$ cat config.mk
export PLATFORM = sky130hd
export DESIGN_NAME = mul4_seq
export DESIGN_NICKNAME = d
export VERILOG_FILES = /design/src/rtl/mul4_pkg.sv /design/src/rtl/adder4.sv /design/src/rtl/mul4_seq.sv
export SDC_FILE = /design/constraint.sdc
export NUM_CORES = 1
export LEC_CHECK = 0
export BUFFER_PORTS_ARGS = -buffer_cell sky130_fd_sc_hd__buf_2
export CELL_PAD_IN_SITES_DETAIL_PLACEMENT = 1
export CELL_PAD_IN_SITES_GLOBAL_PLACEMENT = 1
export CORE_UTILIZATION = 30
export CTS_CLUSTER_SIZE = 40
export DETAILED_ROUTE_END_ITERATION = 7
export HOLD_SLACK_MARGIN = 0.08
export PLACE_DENSITY_LB_ADDON = 0.05
export SLEW_MARGIN = 20
export SYNTH_ARGS = -nofsm -noshare
export SYNTH_HDL_FRONTEND = slang
export SYNTH_HIERARCHICAL = 1
export SYNTH_SLANG_ARGS = --single-unit
$ cat constraint.sdc
create_clock -name clk -period 2 [get_ports clk]
set_input_delay 0.4 -clock clk [delete_from_list [all_inputs] [get_ports clk]]
set_output_delay 0.4 -clock clk [all_outputs]
set_load 0.1 [all_outputs]
$ cat src/rtl/mul4_pkg.sv
// rtl/mul4_pkg.sv - shared types and constants for the sequential 4x4 multiplier
package mul4_pkg;

  localparam int WIDTH  = 4;
  localparam int PROD_W = 8;
  localparam int STEPS  = 4;

  typedef enum logic [1:0] {
    IDLE = 2'd0,
    CALC = 2'd1,
    DONE = 2'd2
  } state_e;

endpackage

$ cat src/rtl/adder4.sv
// rtl/adder4.sv - 4-bit ripple-carry adder used for the per-cycle partial-sum add
module adder4 (
  input  logic [3:0] a,
  input  logic [3:0] b,
  input  logic       cin,
  output logic [3:0] sum,
  output logic       cout
);

  logic [4:0] carry;

  assign carry[0] = cin;

  for (genvar i = 0; i < 4; i++) begin : g_fa
    assign sum[i]     = a[i] ^ b[i] ^ carry[i];
    assign carry[i+1] = (a[i] & b[i]) | (carry[i] & (a[i] ^ b[i]));
  end

  assign cout = carry[4];

endmodule

$ cat src/rtl/mul4_seq.sv
// rtl/mul4_seq.sv - sequential 4x4 unsigned shift-and-add multiplier around adder4
module mul4_seq #(
  parameter int WIDTH = mul4_pkg::WIDTH,
  parameter int STEPS = WIDTH
) (
  input  logic                 clk,
  input  logic                 rst,
  input  logic                 start,
  input  logic [WIDTH-1:0]     a,
  input  logic [WIDTH-1:0]     b,
  output logic                 busy,
  output logic                 done,
  output logic [2*WIDTH-1:0]   product
);

  import mul4_pkg::*;

  // adder4 is fixed-width, and the iteration count is tied to the operand width
  if (WIDTH != 4) begin : g_width_chk
    $error("mul4_seq: WIDTH must be 4");
  end
  if (STEPS != WIDTH) begin : g_steps_chk
    $error("mul4_seq: STEPS must equal WIDTH");
  end

  localparam int ACC_W = 2 * WIDTH;

  state_e             state_q, state_d;
  logic [WIDTH-1:0]   mcand_q, mcand_d;
  logic [ACC_W-1:0]   acc_q, acc_d;
  logic [1:0]         count_q, count_d;
  logic [ACC_W-1:0]   product_q, product_d;
  logic               busy_q, busy_d;
  logic               done_q, done_d;

  logic [WIDTH-1:0]   add_b;
  logic [WIDTH-1:0]   add_sum;
  logic               add_cout;
  logic [ACC_W-1:0]   acc_shift;

  // Partial product: add the multiplicand only when the current multiplier bit is set
  assign add_b = acc_q[0] ? mcand_q : '0;

  adder4 u_adder4 (
    .a    (acc_q[ACC_W-1:WIDTH]),
    .b    (add_b),
    .cin  (1'b0),
    .sum  (add_sum),
    .cout (add_cout)
  );

  // The carry-out is kept by shifting it into the top bit of the accumulator
  assign acc_shift = {add_cout, add_sum, acc_q[WIDTH-1:1]};

  // Next-state, datapath and registered-output decode
  always_comb begin
    state_d   = state_q;
    mcand_d   = mcand_q;
    acc_d     = acc_q;
    count_d   = count_q;
    product_d = product_q;
    unique case (state_q)
      IDLE: begin
        if (start) begin
          mcand_d = a;
          acc_d   = {{WIDTH{1'b0}}, b};
          count_d = 2'd0;
          state_d = CALC;
        end
      end
      CALC: begin
        acc_d   = acc_shift;
        count_d = count_q + 2'd1;
        if (count_q == 2'(STEPS - 1)) begin
          product_d = acc_shift;
          state_d   = DONE;
        end
      end
      DONE: begin
        state_d = IDLE;
      end
      default: begin
        state_d = IDLE;
      end
    endcase
    busy_d = (state_d != IDLE);
    done_d = (state_d == DONE);
  end

  // State, datapath and output registers; reset discards any partial result
  always_ff @(posedge clk) begin
    if (rst) begin
      state_q   <= IDLE;
      mcand_q   <= '0;
      acc_q     <= '0;
      count_q   <= 2'd0;
      product_q <= '0;
      busy_q    <= 1'b0;
      done_q    <= 1'b0;
    end else begin
      state_q   <= state_d;
      mcand_q   <= mcand_d;
      acc_q     <= acc_d;
      count_q   <= count_d;
      product_q <= product_d;
      busy_q    <= busy_d;
      done_q    <= done_d;
    end
  end

  assign busy    = busy_q;
  assign done    = done_q;
  assign product = product_q;

endmodule

==> flow_summary.ini, run 1 <==
[placed_design]
gp_congestion = 0.672
place.detailed.instances = 183
place_hpwl_um = 1710
placed_area_um2 = 1280
dp_slack_ns = -0.223
place.port_buffers = 20

[clock_network]
root_buffer_cell = clkbuf_8
max-clock-path-buffers = 2
post-cts-setup-buffer-count = 0
clock_latency_ns = 0.27
cts.htree.levels = 1
number_of_buffers_added_to_fix_hold_violations_after_cts = 0
clk_transition_reported_paths_ns = 0.09
cts_made_buffers = 3
clock-sinks = 26
cts_tree = done

[synth]
synth.lib_cells_used.distinct = 26
yosys_warnings = 6
postSynthCellCount = 121
total_of_flip_flops_plus_latches_after_synthesis = 26
synthesis.area_um2 = 1130
synth_area_leaders = dfxtp_1, fa_1, nor2_1, mux2i_1, nand2_1
async_reset_ff_frac = 0
synth-main-ff-cell = dfxtp_1
yosys-top-cells-count = dfxtp_1, nor2_1, nand2_1
post_synth_edffs = 0
cell_type_with_the_highest_aggregate_area_in_the_netlist = dfxtp_1
post_synth.cell_area_avg_um2 = 9.31
synth.net_count = 137
yosys.area.top_type_share = 0.462
synth_seq_area_share = 0.462
library_cell_with_the_highest_instance_count_after_synthesis = dfxtp_1

[pwr]
internal_power_w = 0.000845
power_density_nw_per_um2 = 804
total_leakage_power_nw = 0.558
power_switching_w = 0.000242
share_clk_of_total_power = 0.401
vdd_drop_max_v = 0.000456
share_seq_of_total_power = 0.509
power.combinational.fraction = 0.089
p_sw_frac = 0.222

[layout]
insertedDiodeCount = 0
final.fill_count = 416
multiInputGateArea_um2 = 548
post_route_cell_area_um2 = 1350
regArea_um2 = 523
layoutNonFillerInstCount = 187
final_layout_size_suffix_gt1_frac = 0.305
nNetsFinal = 158
syn2layout_area_growth_pct = 20.1

[detailed_routing]
detailroute.via_count = 862
initialDrtViolationCount = 16
drtPass1Iterations = 6
post_drt_via_cell_ratio = 4.61
routedWlPerCell_um = 13.1
drc_errors = 0
final_antenna_net_count = 0
detail_route.wirelength_um = 2440

[worst_setup_path]
reg2reg_slack_ns = -0.18
critPathArrivalTime_ns = 2.39
cp_max_fo = 2
critical_path_class = reg -> reg
worstSetupStartpointType = flop
crit_path_capture_type = flop
timing.critical_path.required_ns = 2.21

[grt]
globalRouteOverflowTotal = 0
grt_util_all_layers = 0.139
routing_usage_on_met3 = 0.0344
met2_usage_grt = 0.226
first_global_vias = 890
first_pass_grt_wire_length_um = 4260
antenna_violations_before_repair = 0
grt.met1_usage = 0.176
maximum_number_of_pins_on_one_net_before_global_route_repair = 27
grt_most_used_layer = met2

[sta]
fin_worst_skew_ns = 0.00639
final_setup_margin_ns = -0.178
rsz0062_at_grt = true
finalCritPeriodShare = 1.09
timing.setup.tns_ns = -0.344
highest_attainable_clock_frequency_ghz = 0.459
slew_violations = 0
max_slew.worst_pin.slew_ns = 0.567
timing.max_slew.rel_slack = 0.621
setup_viol = 3
final_period_minus_worst_setup_slack_ns = 2.18
hold_viol = 0

[floorplan]
placementRows = 21
die_width_um = 63.3
fp.dieH_um = 63.3
initial_core_util = 0.325
io-pin-count = 21
fp.dieArea_um2 = 4000
floorplan.core_area_um2 = 3470

[run_status]
outcome = finished with violations
failed_checks = setup timing

[min_path]
holdCritPathClass = in -> reg

[job]
max_cap_violations = 0
## cell families after synthesis
logic type,count (synthesis),synth area share
other,1,0.00333
and+or+nand+nor,50,0.233
AOI/OAI and AO/OA,17,0.101
DFF,26,0.462
muxes,6,0.0533
adders and majority gates,5,0.0822
buffers and inverters,16,0.0644
## worst paths after layout
kind	endpoint	startpoint	cells after the start
hold reg to reg	product[1]	product[1]	2
setup reg to reg	product[6]	acc_q[0]	11
setup / recovery	product[6]	acc_q[0]	11
hold / removal	mcand_q[3]	a[3]	3
## cell usage in the layout (no fill, tap or decap), drive strengths merged
cell / netlist / final
dfxtp: 26 / 26
a21oi: 8 / 8
a211oi: 2 / 2
ha: 1 / 1
buf: 5 / 22
nor3b: 4 / 4
a22oi: 5 / 5
bufinv: 0 / 1
conb: 1 / 1
inv: 10 / 10
nor4b: 3 / 3
nor4: 3 / 3
mux2i: 6 / 6
nand3b: 1 / 1
and3b: 1 / 1
o21ba: 1 / 1
fa: 4 / 4
nor2b: 1 / 1
and2: 4 / 4
o21bai: 1 / 1
nor2: 17 / 17
nand2: 16 / 16
clkbuf: 1 / 3
## routing by layer
metal  vias to the layer above  routed length [µm]
met4                         0                  36
li1                        434                   -
met3                         5                  88
met2                        16                1130
met1                       407                1180
met5                         -                   0
## area by class of cell
type,count,area share
well taps,46,0.0426
inverters,10,0.0278
flip-flops and latches,26,0.387
multi-input cells,79,0.405
clock inverters,1,0.0222
clock buffers,3,0.0305
repair buffers,22,0.0851
## flip-flops by register name, indices dropped and copies added (netlist names)
register / count
done: 1
product: 8
busy: 1
acc_q: 8
mcand_q: 4
state_q: 2
count_q: 2
## power groups by stage
stage	Combinational, W	Sequential, W	Clock, W
finish	0.0000972	0.000554	0.000436
global placement	0.0000949	0.000564	0
floorplan	0.0000607	0.000569	0
global route	0.000110	0.000557	0.000478
CTS	0.0000985	0.000554	0.000450
detailed placement	0.0000971	0.000566	0
## worst max-delay path, cell delays in order (launching register included)
cell	delay, ns
dfxtp_2	0.33
and2_4	0.15
fa_2	0.33
inv_2	0.06
fa_2	0.18
inv_2	0.04
fa_2	0.32
inv_2	0.06
fa_1	0.42
inv_2	0.07
nand2_1	0.04
a21oi_1	0.12
## timing repair
action                                  in CTS  in global routing
pin swaps                                    4                  1
resized for setup                            1                  3
endpoints found under the hold margin        0                  0
endpoints found under the setup margin       4                  4
## per-stage QoR
stage	util	hold slack, ns	power, W
floorplan	-	0.445	0.000630
global placement	0.368	0.442	0.000659
detailed placement	0.368	0.449	0.000663
CTS	0.389	0.360	0.00110
global route	0.390	0.389	0.00114
finish	0.390	0.363	0.00109
(Power assumes the default switching activity.)
==> run 2, diff against run 1 <==
--- a/config.mk
+++ b/config.mk
@@ -5,7 +5,7 @@
 export SDC_FILE = /design/constraint.sdc
 export NUM_CORES = 1
 export LEC_CHECK = 0
-export BUFFER_PORTS_ARGS = -buffer_cell sky130_fd_sc_hd__buf_2
+export BUFFER_PORTS_ARGS = -buffer_cell sky130_fd_sc_hd__clkbuf_2
 export CELL_PAD_IN_SITES_DETAIL_PLACEMENT = 1
 export CELL_PAD_IN_SITES_GLOBAL_PLACEMENT = 1
 export CORE_UTILIZATION = 30
==> flow_summary.ini, run 2 (same netlist as run 1, synthesis figures left out) <==
[layout]
final.fill_count = 421
multiInputGateArea_um2 = 543
final_cell_mix = dfxtp_1, clkbuf_2, nor2_1
regArea_um2 = 523
syn2layout_area_growth_pct = 19.7
final_util = 0.389
insertedDiodeCount = 0
nNetsFinal = 158
final_common_cell = dfxtp_1
final_layout_size_suffix_gt1_frac = 0.298

[clock_network]
post-cts-setup-buffer-count = 0
cts_tree = done
clock-sinks = 26
number_of_buffers_added_to_fix_hold_violations_after_cts = 0
clk_transition_reported_paths_ns = 0.09
cts.htree.levels = 1
root_buffer_cell = clkbuf_8
clock_latency_ns = 0.28
max-clock-path-buffers = 2
cts_made_buffers = 3

[run_status]
outcome = finished with violations
failed_checks = setup timing

[pwr]
total_leakage_power_nw = 0.551
total_power_w = 0.00108
power_density_nw_per_um2 = 805
vdd_drop_max_v = 0.000475

[floorplan]
fp.dieArea_um2 = 4000
placementRows = 21
fp.dieH_um = 63.3
floorplan.core_area_um2 = 3470
io-pin-count = 21
initial_core_util = 0.325
die_width_um = 63.3

[grt]
first_global_vias = 866
grt_util_all_layers = 0.139
globalRouteOverflowTotal = 0
first_pass_grt_wire_length_um = 4220
antenna_violations_before_repair = 0
maximum_number_of_pins_on_one_net_before_global_route_repair = 27

[sta]
fin_worst_skew_ns = 0.00963
rsz0062_at_grt = true
finalCritPeriodShare = 1.09
max_slew.worst_pin.slew_ns = 0.549
final_period_minus_worst_setup_slack_ns = 2.18
setup_viol = 2
hold_viol = 0
timing.max_slew.rel_slack = 0.634
final_setup_margin_ns = -0.179
highest_attainable_clock_frequency_ghz = 0.459
timing.hold.ws_ns = 0.364
slew_violations = 0

[placed_design]
place_hpwl_um = 1700
place.port_buffers = 20
gp_congestion = 0.672

[worst_setup_path]
worstSetupStartpointType = flop
critPathArrivalTime_ns = 2.38
critical_path_class = reg -> reg
timing.critical_path.required_ns = 2.21
crit_path_capture_type = flop
cp_max_fo = 2

[detailed_routing]
initialDrtViolationCount = 18
drtPass1Iterations = 3
final_antenna_net_count = 0
routedWlPerCell_um = 12.6
drc_errors = 0
detailroute.via_count = 868
detail_route.wirelength_um = 2360
post_drt_via_cell_ratio = 4.64

[job]
max_cap_violations = 0

[min_path]
holdCritPathClass = in -> reg
-- run 2: cell count changes in the layout (fill, tap and decap cells not counted), sizes merged --
cell,previous run,this run
buf,22,2
clkbuf,3,23
-- run 2: routing by layer --
| layer | part of all wire | global-route usage | routed length, µm | vias up |
|---|---|---|---|---|
| met5 | 0 | 0 | 0 | - |
| met4 | 0.014 | 0.0597 | 33 | 0 |
| met3 | 0.040 | 0.0380 | 94 | 2 |
| met2 | 0.49 | 0.224 | 1160 | 15 |
| met1 | 0.45 | 0.172 | 1070 | 414 |
| li1 | - | - | - | 437 |
-- run 2: path summary, 6_finish.rpt --
kind | from | cells after the start | slack [ns] | to
worst max-delay path | acc_q[0] | 11 | -0.18 | product[6]
worst min-delay path | a[2] | 3 | 0.36 | mcand_q[2]
worst min register to register | product[3] | 2 | 0.46 | product[3]
worst max register to register | acc_q[0] | 11 | -0.18 | product[6]
-- run 2: power breakdown --
group          internal, W  switching [W]
sequential        0.000536      0.0000169
clock             0.000268       0.000168
combinational    0.0000412      0.0000549
total             0.000845       0.000240
-- run 2: metrics by stage --
stage	instance area (µm²)	setup TNS [ns]	instances	worst slack, ns
floorplan	1140	-0.0181	121	-0.0181
global placement	1280	-0.312	183	-0.167
detailed placement	1280	-0.459	183	-0.229
CTS	1350	-0.461	187	-0.217
global route	1350	-0.767	187	-0.293
finish	1350	-0.338	187	-0.179
-- run 2: critical path, stage by stage (launching register included) --
cell and delay (ns):
dfxtp_2 0.33, and2_4 0.15, fa_2 0.33, inv_2 0.06
fa_2 0.18, inv_2 0.04, fa_2 0.32, inv_2 0.06
fa_1 0.42, inv_2 0.07, nand2_1 0.04, a21oi_1 0.12
-- run 2: layout make-up --
| cell class | instances | share of cell area |
|---|---|---|
| tap | 46 | 0.0427 |
| multi-input combinational | 79 | 0.403 |
| timing repair buffer | 22 | 0.0854 |
| sequential | 26 | 0.388 |
| clock inverter | 1 | 0.0223 |
| clock buffer | 3 | 0.0306 |
| inverter | 10 | 0.0279 |
-- run 2: what timing repair did --
item / CTS / global route
gates resized for setup: 1 / 2
hold endpoints to repair: 0 / 0
cloned: 0 / 0
pin swaps: 4 / 2
endpoints found under the setup margin: 4 / 4
==> run 3, diff against run 2 <==
--- a/config.mk
+++ b/config.mk
@@ -12,8 +12,7 @@
 export CTS_CLUSTER_SIZE = 40
 export DETAILED_ROUTE_END_ITERATION = 7
 export HOLD_SLACK_MARGIN = 0.08
-export PLACE_DENSITY_LB_ADDON = 0.05
-export SLEW_MARGIN = 20
+export PLACE_DENSITY_LB_ADDON = 0.12
 export SYNTH_ARGS = -nofsm -noshare
 export SYNTH_HDL_FRONTEND = slang
 export SYNTH_HIERARCHICAL = 1
==> constraint.sdc (replaced) <==
create_clock -name clk -period 2 [get_ports clk]
set_input_delay 0.1 -clock clk [delete_from_list [all_inputs] [get_ports clk]]
set_output_delay 0.1 -clock clk [all_outputs]
set_load 0.1 [all_outputs]
==> flow_summary.ini, run 3 (same netlist as run 1, synthesis figures left out) <==
[grt]
globalRouteOverflowTotal = 0
first_global_vias = 890
grt_util_all_layers = 0.128
maximum_number_of_pins_on_one_net_before_global_route_repair = 27
first_pass_grt_wire_length_um = 4110
antenna_violations_before_repair = 0

[worst_setup_path]
cp_max_fo = 2
critical_path_class = reg -> reg
worstSetupStartpointType = flop
crit_path_capture_type = flop
timing.critical_path.required_ns = 2.20
worst_reg2reg_startpoint = acc_q[0]
reg2reg_slack_ns = -0.18
critPathArrivalTime_ns = 2.38
regToRegEndpoint = acc_q[6]
ff2ff_path_depth = 11

[floorplan]
initial_core_util = 0.325
placementRows = 21
floorplan.core_area_um2 = 3470
fp.dieH_um = 63.3
die_width_um = 63.3
io-pin-count = 21
fp.dieArea_um2 = 4000

[clock_network]
clock_latency_ns = 0.26
clock-sinks = 26
cts_tree = done
max-clock-path-buffers = 2
post-cts-setup-buffer-count = 0
clk_transition_reported_paths_ns = 0.09
cts.htree.levels = 1
cts_made_buffers = 3
root_buffer_cell = clkbuf_8

[sta]
rsz0062_at_grt = true
final_period_minus_worst_setup_slack_ns = 2.18
timing.max_slew.rel_slack = 0.639
hold_viol = 0
highest_attainable_clock_frequency_ghz = 0.458
max_slew.worst_pin.slew_ns = 0.543
fin_worst_skew_ns = 0.00229
slew_violations = 0
finalCritPeriodShare = 1.09
final_setup_margin_ns = -0.182
setup_viol = 2

[layout]
final_common_cell = dfxtp_1
layoutNonFillerInstCount = 188
nNetsFinal = 160
syn2layout_area_growth_pct = 19.3
final_layout_size_suffix_gt1_frac = 0.303
final_cell_mix = dfxtp_1, clkbuf_2, nor2_1
post_route_cell_area_um2 = 1340
insertedDiodeCount = 0

[detailed_routing]
detailroute.via_count = 889
routedWlPerCell_um = 11.9
detail_route.wirelength_um = 2240
post_drt_via_cell_ratio = 4.73
drc_errors = 0
initialDrtViolationCount = 19
final_antenna_net_count = 0
drtPass1Iterations = 4

[placed_design]
gp_congestion = 0.686
place.port_buffers = 20
dp_slack_ns = -0.196
placed_area_um2 = 1280
place.detailed.instances = 183
place_hpwl_um = 1670

[pwr]
share_clk_of_total_power = 0.305
internal_power_w = 0.000714
p_sw_frac = 0.239
power_switching_w = 0.000224
power_density_nw_per_um2 = 698
total_leakage_power_nw = 0.546
total_power_w = 0.000938
share_seq_of_total_power = 0.589
power.combinational.fraction = 0.106
vdd_drop_max_v = 0.000238

[min_path]
worstHoldPathCells = 3
holdCritPathClass = in -> reg
min_from = a[3]
worst_hold_path.endpoint = mcand_q[3]

[run_status]
failed_checks = setup timing
outcome = finished with violations

[job]
max_cap_violations = 0
-- run 3: what timing repair did --
action                                  4_1_cts  5_1_grt
hold endpoints to repair                      2        0
resized for setup                             3        2
endpoints found under the setup margin        4        4
hold buffers                                  2        0
pin swaps                                     0        3
-- run 3: critical path: stages, from the launching register on --
cell and delay [ns]:
dfxtp_2 0.32, and2_4 0.15, fa_2 0.33, inv_2 0.06, fa_2 0.18, inv_2 0.04, fa_2 0.32, inv_2 0.06
fa_1 0.41, inv_2 0.08, a22oi_2 0.05, nor2_1 0.12
-- run 3: power groups by stage --
stage               clock (W)  sequential, W  combinational [W]
floorplan                   0       0.000569          0.0000607
global placement            0       0.000564          0.0000943
detailed placement          0       0.000565          0.0000962
CTS                  0.000301       0.000552           0.000100
global route         0.000326       0.000556           0.000113
finish               0.000287       0.000552          0.0000991
-- run 3: area by class of cell --
cell class | instances | area, µm²
fill | 423 | 2120
multi-input combinational | 79 | 548
sequential | 26 | 524
timing repair buffer | 24 | 135
tap | 46 | 57.6
clock buffer | 3 | 41.3
inverter | 10 | 37.5
-- run 3: metrics by stage --
stage	hold slack [ns]	utilization	setup TNS, ns
after floorplan	0.247	-	-0.0181
after global placement	0.338	0.368	-0.311
after detailed placement	0.349	0.368	-0.421
after CTS	0.0826	0.386	-0.454
after global routing	0.121	0.387	-0.821
final	0.0823	0.387	-0.349
-- run 3: routing by layer --
metal,track usage,vias to the layer above,wire length [µm]
li1,-,440,-
met1,0.164,430,1040
met2,0.216,17,1110
met3,0.0236,2,82
met4,0.0426,0,17
met5,0,-,0
-- run 3: worst max path at each step --
stage	slack, ns	startpoint	end
3_5_place_dp	-0.20	acc_q[0]	product[6]
2_1_floorplan	-0.02	acc_q[4]	product[6]
5_1_grt	-0.32	acc_q[0]	acc_q[6]
4_1_cts	-0.21	acc_q[0]	product[6]
6_report	-0.18	acc_q[0]	acc_q[6]
3_3_place_gp	-0.17	acc_q[0]	product[6]
